--- config.mk ---
export PLATFORM = sky130hd
export DESIGN_NAME = rename_ckpt_unit
export DESIGN_NICKNAME = d
export VERILOG_FILES = /design/src/rtl/rename_ckpt_unit.sv
export SDC_FILE = /design/constraint.sdc
export NUM_CORES = 2
export LEC_CHECK = 0
export ABC_AREA = 1
export CAP_MARGIN = 20
export CORE_MARGIN = 5
export CORE_UTILIZATION = 55
export DETAILED_ROUTE_END_ITERATION = 10
export GPL_TIMING_DRIVEN = 1
export PLACE_DENSITY_LB_ADDON = 0.15
export REMOVE_ABC_BUFFERS = 1
export SLEW_MARGIN = 15
export SYNTH_ARGS = -nofsm -noshare
export SYNTH_HDL_FRONTEND = slang
export SYNTH_SLANG_ARGS = --single-unit
--- constraint.sdc ---
create_clock -name clk -period 21.6 [get_ports clk]
set_input_delay 3.24 -clock clk [delete_from_list [all_inputs] [get_ports clk]]
set_output_delay 3.24 -clock clk [all_outputs]
set_load 0.005 [all_outputs]
--- src/rtl/rename_ckpt_unit.sv ---
// Register-rename unit: map table, circular free list, ready/tag scoreboard and a
// ring of map checkpoints so that mispredicted branches can be recovered in one cycle.
module rename_ckpt_unit #(
  parameter int NUM_LOG   = 32,
  parameter int NUM_PHYS  = 64,
  parameter int NUM_CKPT  = 4,
  parameter int ROB_TAG_W = 4,
  localparam int LW   = $clog2(NUM_LOG),
  localparam int PW   = $clog2(NUM_PHYS),
  localparam int FL_D = NUM_PHYS - NUM_LOG,
  localparam int FW   = $clog2(FL_D),
  localparam int CW   = $clog2(NUM_CKPT)
) (
  input  logic                 clk,
  input  logic                 rst,
  input  logic                 ren_valid,
  output logic                 ren_ready,
  input  logic [LW-1:0]        rs_addr,
  input  logic [LW-1:0]        rt_addr,
  input  logic [LW-1:0]        rw_addr,
  input  logic                 uses_rw,
  input  logic [ROB_TAG_W-1:0] ren_rob_tag,
  input  logic                 ckpt_take,
  output logic [PW-1:0]        rs_phy,
  output logic [PW-1:0]        rt_phy,
  output logic                 rs_ready,
  output logic                 rt_ready,
  output logic [ROB_TAG_W-1:0] rs_tag,
  output logic [ROB_TAG_W-1:0] rt_tag,
  output logic [PW-1:0]        rw_phy,
  output logic [PW-1:0]        rw_old_phy,
  input  logic                 wb_en,
  input  logic [PW-1:0]        wb_phy,
  input  logic                 cmt_en,
  input  logic [PW-1:0]        cmt_old_phy,
  input  logic                 res_en,
  input  logic                 res_mispredict,
  output logic [CW:0]          ckpt_cnt,
  output logic [FW:0]          fl_cnt
);

  // Pointers carry a wrap bit above the index so full and empty are distinguishable.
  function automatic logic [FW:0] flInc(input logic [FW:0] p);
    if (p[FW-1:0] == FW'(FL_D - 1)) return {~p[FW], {FW{1'b0}}};
    return p + 1'b1;
  endfunction

  function automatic logic [FW:0] flCount(input logic [FW:0] h, input logic [FW:0] t);
    if (h[FW] == t[FW]) return t - h;
    return (FW+1)'(FL_D) - {1'b0, h[FW-1:0]} + {1'b0, t[FW-1:0]};
  endfunction

  function automatic logic [CW:0] ckInc(input logic [CW:0] p);
    if (p[CW-1:0] == CW'(NUM_CKPT - 1)) return {~p[CW], {CW{1'b0}}};
    return p + 1'b1;
  endfunction

  function automatic logic [CW:0] ckCount(input logic [CW:0] h, input logic [CW:0] t);
    if (h[CW] == t[CW]) return t - h;
    return (CW+1)'(NUM_CKPT) - {1'b0, h[CW-1:0]} + {1'b0, t[CW-1:0]};
  endfunction

  logic [PW-1:0]        map_q   [NUM_LOG];
  logic [PW-1:0]        map_d   [NUM_LOG];
  logic [NUM_PHYS-1:0]  ready_q;
  logic [ROB_TAG_W-1:0] tag_q   [NUM_PHYS];
  logic [PW-1:0]        fl_q    [FL_D];
  logic [FW:0]          flHead_q, flHead_d, flTail_q;
  logic [PW-1:0]        ckMap_q [NUM_CKPT][NUM_LOG];
  logic [FW:0]          ckHead_q [NUM_CKPT];
  logic [CW:0]          ckRd_q, ckWr_q;

  logic [FW:0]   flCnt;
  logic [CW:0]   ckCnt;
  logic          needsAlloc, recover, resPop, push, fire, alloc;
  logic [PW-1:0] allocPhy;

  assign flCnt      = flCount(flHead_q, flTail_q);
  assign ckCnt      = ckCount(ckRd_q, ckWr_q);
  assign fl_cnt     = flCnt;
  assign ckpt_cnt   = ckCnt;
  assign needsAlloc = uses_rw && (rw_addr != '0);
  assign recover    = res_en && res_mispredict && (ckCnt != '0);
  assign resPop     = res_en && !res_mispredict && (ckCnt != '0);
  assign push       = cmt_en && (cmt_old_phy != '0);
  assign ren_ready  = !(needsAlloc && (flCnt == '0)) &&
                      !(ckpt_take && (ckCnt == (CW+1)'(NUM_CKPT))) && !recover;
  assign fire       = ren_valid && ren_ready;
  assign alloc      = fire && needsAlloc;
  assign allocPhy   = fl_q[flHead_q[FW-1:0]];

  assign rw_phy     = alloc ? allocPhy : '0;
  assign rw_old_phy = map_q[rw_addr];
  assign rs_phy     = map_q[rs_addr];
  assign rt_phy     = map_q[rt_addr];
  assign rs_ready   = (rs_addr == '0) || ready_q[rs_phy] || (wb_en && (wb_phy == rs_phy));
  assign rt_ready   = (rt_addr == '0) || ready_q[rt_phy] || (wb_en && (wb_phy == rt_phy));
  assign rs_tag     = tag_q[rs_phy];
  assign rt_tag     = tag_q[rt_phy];

  // Next map and head: recovery restores the oldest snapshot, otherwise apply this rename.
  always_comb begin
    for (int i = 0; i < NUM_LOG; i++) map_d[i] = map_q[i];
    flHead_d = flHead_q;
    if (recover) begin
      for (int i = 0; i < NUM_LOG; i++) map_d[i] = ckMap_q[ckRd_q[CW-1:0]][i];
      flHead_d = ckHead_q[ckRd_q[CW-1:0]];
    end else if (alloc) begin
      map_d[rw_addr] = allocPhy;
      flHead_d = flInc(flHead_q);
    end
  end

  always_ff @(posedge clk) begin
    if (rst) begin
      for (int i = 0; i < NUM_LOG; i++) map_q[i] <= PW'(i);
      for (int i = 0; i < NUM_PHYS; i++) tag_q[i] <= '0;
      for (int i = 0; i < FL_D; i++) fl_q[i] <= PW'(NUM_LOG + i);
      ready_q  <= '1;
      flHead_q <= '0;
      flTail_q <= {1'b1, {FW{1'b0}}};
      ckRd_q   <= '0;
      ckWr_q   <= '0;
    end else begin
      for (int i = 0; i < NUM_LOG; i++) map_q[i] <= map_d[i];
      flHead_q <= flHead_d;
      if (push) begin
        fl_q[flTail_q[FW-1:0]] <= cmt_old_phy;
        flTail_q <= flInc(flTail_q);
      end
      // Allocation is written after writeback so a same-cycle clash leaves the reg not-ready.
      if (wb_en) ready_q[wb_phy] <= 1'b1;
      if (alloc) begin
        ready_q[allocPhy] <= 1'b0;
        tag_q[allocPhy]   <= ren_rob_tag;
      end
      if (recover) begin
        ckRd_q <= '0;
        ckWr_q <= '0;
      end else begin
        if (resPop) ckRd_q <= ckInc(ckRd_q);
        if (fire && ckpt_take) ckWr_q <= ckInc(ckWr_q);
      end
    end
  end

  // Snapshot storage needs no reset; entries are only read while live.
  always_ff @(posedge clk) begin
    if (!rst && fire && ckpt_take) begin
      for (int i = 0; i < NUM_LOG; i++) ckMap_q[ckWr_q[CW-1:0]][i] <= map_d[i];
      ckHead_q[ckWr_q[CW-1:0]] <= flHead_d;
    end
  end

  always_ff @(posedge clk) begin
    if (!rst) begin
      assert (!(push && (flCnt == (FW+1)'(FL_D)) && !alloc));
      assert (!(res_en && (ckCnt == '0)));
    end
  end

endmodule

---- Word-level counts from Yosys, hierarchy flattened ----
Memories as Yosys holds them, arrays and structs flattened. A register that Yosys moved wholly into a read port is not among the register bits.
Index checks and enable logic that the tools add are counted.
word-level totals
  bits in writable memories ............... 1432
  word-level logic and storage cells ...... 216
  input bits .............................. 40
  memories ................................ 5
  register bits after elaboration ......... 82
memory list
  name      words  bits a word  rd ports  clocked after Yosys merged registers in  write ports  line  RTL
  ckMap_q   4      192          1         1                                        1            69    logic [PW-1:0] ckMap_q [NUM_CKPT][NUM_LOG];
  tag_q     64     4            2         0                                        64           66    logic [ROB_TAG_W-1:0] tag_q [NUM_PHYS];
  fl_q      32     6            1         1                                        32           67    logic [PW-1:0] fl_q [FL_D];
  map_q     32     6            35        0                                        32           63    logic [PW-1:0] map_q [NUM_LOG];
  ckHead_q  4      6            1         1                                        1            70    logic [FW:0] ckHead_q [NUM_CKPT];
operators by class
  equal/unequal tests ..................... 9
  muxes and demuxes ....................... 101
  reduce and logical (&&, ||, !) cells .... 38
  $add $sub $neg .......................... 10
  bitwise logic cells ..................... 40
  magnitude comparators ................... 8
operator list
  operator               number
  $mux W192              2
  $mux W6                44
  $bwmux W192            1
  $mux W64               3
  $and A64 B64 Y64       1
  $not A64 Y64           1
  $or A64 B64 Y64        1
  $mux W1                33
  $or A1 B1 Y1           32
  $demux W6 S5           1
  $lt A6 B7 Y1 const B   4
  $logic_and A1 B1 Y1    20
  $mux W3                6
  $add A6 B1 Y6 const B  2
  $bmux W1 S6            2
  $demux W1 S6           2
  $eq A6 B6 Y1           2
  $ge A6 B1 Y1 const B   2
  $eq A5 B5 Y1 const B   2
  $logic_not A5 Y1       2
  $mux W5                2
  $mux W2                4
  $add A3 B1 Y3 const B  2
  $add A6 B5 Y6          1
  22 further kinds       34

---- Longest topological paths before layout ----
  depth in word-level cells ............... 16
  gate-level depth with buffers ........... 20

---- Worst setup path after synthesis ----
Ideal clock, no wire load.
  path type ............................... input port to flip-flop
  start point ............................. input port rw_addr[0]
  end point ............................... memory ckHead_q[0][0] in the netlist's numbering, enable pin
  arrival time ............................ 12662 ps
  required time ........................... 20840 ps
  path buffers ............................ 1
  setup slack ............................. 8178 ps
  library setup time ...................... 760 ps
  stages .................................. 12
  cell sequence ........................... buf_2 inv_1 nand2_2 o21ai_2 nor4_1 nand3b_1 nor2_1 nor2_2 nand3_1 inv_1 nand2_1 nor2_1
on the way
  word-level cells in the longest chain between the ends .. 11
RTL lines
  element                           line  RTL
  start: declaration                20    input logic [LW-1:0] rw_addr,
  $reduce_bool A5 Y1                82    assign needsAlloc = uses_rw && (rw_addr != '0);
  $logic_and A1 B1 Y1               82
  $logic_and A1 B1 Y1               86    assign ren_ready = !(needsAlloc && (flCnt == '0)) &&
  $logic_not A1 Y1                  86
  $logic_and A1 B1 Y1               86
  $logic_and A1 B1 Y1               87    !(ckpt_take && (ckCnt == (CW+1)'(NUM_CKPT))) && !recover;
  via ren_ready                     17    output logic ren_ready,
  $logic_and A1 B1 Y1               88    assign fire = ren_valid && ren_ready;
  $logic_and A1 B1 Y1 (2 in a row)  149   if (!rst && fire && ckpt_take) begin
  $mux W1                           149
  $mux W1 (not written as such)     151   ckHead_q[ckWr_q[CW-1:0]] <= flHead_d;
  end: declaration                  70
The timed path passes the listed nets, and every way through them passes these cells.

---- Worst setup path in the final report ----
  start point ............................. input port rs_addr[2]
  end point ............................... output port rs_tag[0]
on the way
  word-level cells in the longest chain between the ends .. 2
RTL lines
  element             line  RTL
  start: declaration  18    input logic [LW-1:0] rs_addr,
  $mem_v2 Z32 W6      n/a
  $mem_v2 Z64 W4      n/a
  end: declaration    28    output logic [ROB_TAG_W-1:0] rs_tag,
No other way between the ends.

==> flow_summary.yaml <==
routing:
  viasPerCell: 6.16
  postRouteWirelength_um: 235000
  drc: 0
  vias: 62900
  final_antenna_net_count: 0
  wl_per_cell_um: 23.0
  first_pass_iters: 8
  drt_iter0_markers: 8360
setup_path:
  crit_arrival_ps: 9180
  worstSetupPathType: "input port to output pin"
  reg2reg_from: "flHead_q[2]"
  crit_path_start: "rs_addr[2]"
  r2r_cells: 18
  worstPathRequired_ps: 18360
  crit_top_cell: "nand3_1"
  cp_cell_sequence: "clkdlybuf4s50_1, inv_1, nor2_1, nand2_1, a21oi_1, nor2_1, nand2_1, buf_4, nand2_8, inv_2, nand2_1, nand3_1, nand3_1, nand3_1, nand3_1, nand3_1, nand2_1, clkdlybuf4s50_1"
  start_kind: "input port"
  cpMaxStageDelayCell: "clkdlybuf4s50_1"
  critPathMaxStageDelay_ps: 940
  path_max_fanout: 143
  crit_path_end_kind: "output pin"
yosys:
  ys_types: 44
  synthArstFlopShare: 0
  synth-seq-cells: 1516
  synth.area.top_cells: "edfxtp_1 50%, nand2_1 10%, dfxtp_1 7.4%"
  synth_edf_count: 1240
  synth-main-ff-cell: "edfxtp_1"
  synth_cells: 8574
  yosys.area.top_type_share: 0.499
  yosysWarningCount: 0
  synth.yosys.seq_area_share: 0.573
  synth_area_mm2: 0.0746
  synth.avg_cell_area_um2: 8.70
  yosysTopAreaCell: "edfxtp_1"
placed_design:
  port_buffers: 83
  gp_congestion: 0.974
  dp_hpwl_um: 140000
  dp.cells: 9914
timing:
  min_period_ps: 12420
  worst_pin_slew_ps: 1180
  finalMaxSlewViolations: 0
  fin_crit_sh: 0.575
  fmax_mhz: 80.5
  final_hold_viol_count: 0
  slew-limit-headroom: 0.210
  fin_setup_tns_ps: 0
  rsz0062_at_grt: "no"
  worst_clock_skew_ps: 31.1
  finalSetupViolations: 0
die:
  die_h_um: 378
  initial_core_util: 0.552
  core_mm2: 0.135
  std_cell_rows: 135
  num_io_pins: 84
  die_x_um: 378
  dieArea_mm2: 0.143
global_routing:
  antenna_found_initial: 3
  grt_max_degree: 168
  grt_pass1_vias: 58000
  grt_pass1_wl_um: 354000
  grt-ovfl-total: 0
  gr-usage-all-layers: 0.322
cts:
  tritoncts: "built"
  cts_setup_buffers: 0
  cts-root-buf: "clkbuf_16"
  insertion_delay_ps: 810
  hold_buffers: 0
  cts_max_path_buffers: 3
  cts_htree_levels: 4
  clk_pin_slew_ps: 60
  cts_sinks: 1516
  numCtsBuffers: 158
  cts_resized: 0
layout:
  drive_gt1_frac: 0.0480
  layout.cells.non_filler: 10200
  syn_to_final_growth_pct: 9.13
  nets: 8354
  seqCellArea_mm2: 0.0428
  multi_input_area_mm2: 0.0270
  nFillCells: 11600
min_path:
  hold_path_class: "register to register"
  hp-start: "ready_q[34]"
  worstHoldPathCells: 2
power:
  ir_worst_vdd_mv: 0.172
  p_leak_nw: 30.6
  pwr_density_cell_mw_per_mm2: 117
outcome:
  status: "complete, no violations"
job:
  maxCapViolCount: 0
==> cell type report <==
type | count | area share
multi-input combinational | 5812 | 0.332
tap | 1781 | 0.0274
inverter | 625 | 0.0292
clock buffer | 219 | 0.0542
clock inverter | 79 | 0.0114
timing repair buffer | 181 | 0.0199
sequential | 1516 | 0.526
antenna | 3 | 0.0000923
==> placed cells by master, fill, tap and decap left out, types with 10 or more instances in the layout <==
master	Yosys	layout
nand2_2	5	12
nand2_1	2005	1992
clkdlybuf4s50_1	0	78
edfxtp_1	1240	1240
o21ai_0	1080	1080
clkinv_2	0	22
o211ai_1	226	226
o22ai_1	275	275
o21ai_1	28	28
clkbuf_1	440	43
a21oi_1	262	262
inv_2	14	10
ha_1	18	18
a211oi_1	20	20
xor2_1	14	14
nand3b_1	11	11
bufinv_16	0	17
clkbuf_16	0	162
clkbuf_8	0	14
dfxtp_1	276	273
nand3_1	730	730
a22oi_1	14	14
buf_4	14	94
inv_1	603	599
nand4_1	11	11
nor3_1	25	22
nor2_1	1006	1002
clkinv_1	8	29
nor2_4	7	11
o221ai_1	40	40
==> registers in the layout (all words and copies together) (netlist names), named ones only <==
name	cells
map_q	192
tag_q	256
flTail_q	6
flHead_q	6
ckRd_q	3
ckWr_q	3
ckMap_q	768
ready_q	64
ckHead_q	24
fl_q	192
==> per-stage QoR <==
step | cell area [um^2] | util | hold slack [ps] | total power [mW] | setup slack [ps]
2_1_floorplan | 72000 | - | 432 | 5.62 | 5170
3_3_place_gp | 76000 | 0.563 | 444 | 6.65 | 9390
3_5_place_dp | 76000 | 0.563 | 447 | 6.71 | 9290
4_1_cts | 81400 | 0.602 | 466 | 9.50 | 9280
5_1_grt | 81400 | 0.602 | 497 | 9.97 | 9070
6_report | 81400 | 0.602 | 467 | 9.54 | 9180
==> Yosys cell counts, types with 8 or more instances <==
cell type  count
a211oi_1      20
a21oi_1      262
a22oi_1       14
buf_1         30
buf_2        137
buf_4         14
clkbuf_1     440
clkinv_1       8
dfxtp_1      276
edfxtp_1    1240
ha_1          18
inv_1        603
inv_2         14
nand2_1     2005
nand3_1      730
nand3b_1      11
nand4_1       11
nor2_1      1006
nor3_1        25
o211ai_1     226
o21ai_0     1080
o21ai_1       28
o221ai_1      40
o22ai_1      275
xor2_1        14
==> metal layers <==
metal,part of all wire,routed length (um),track usage,vias up
met5,0.00016,37,0,-
met4,0.036,8540,0.117,6
met3,0.11,25300,0.0607,543
met2,0.45,105000,0.497,3528
met1,0.41,95800,0.458,30000
li1,-,-,-,28900
==> kinds of logic after synthesis <==
group,Yosys count,share of synthesized area
simple gates,3817,0.208
fa+ha+maj,20,0.00356
xor+xnor,15,0.00176
flops,1516,0.573
buf+inv,1246,0.0657
compound gates,1960,0.148
==> power breakdown <==
| group | internal, mW | total, mW | switching [mW] |
|---|---|---|---|
| Combinational | 0.728 | 2.92 | 2.19 |
| Clock | 1.64 | 2.81 | 1.17 |
| Sequential | 3.64 | 3.82 | 0.181 |
| Total | 6.01 | 9.54 | 3.54 |
==> path summary, 6_finish.rpt <==
kind	to	slack (ps)
worst max-delay path	rs_tag[0]	9180
worst min-delay path	ready_q[34]	470
worst max register to register	ckMap_q[3][80]	15320
worst min register to register	ready_q[34]	470
==> critical path, delay by kind of cell <==
kind,cells,cell delay [ps]
buffers and inverters,5,3070
AND/OR/NAND/NOR,12,2540
AO/OA/AOI/OAI,1,140
(Power assumes the default switching activity.)
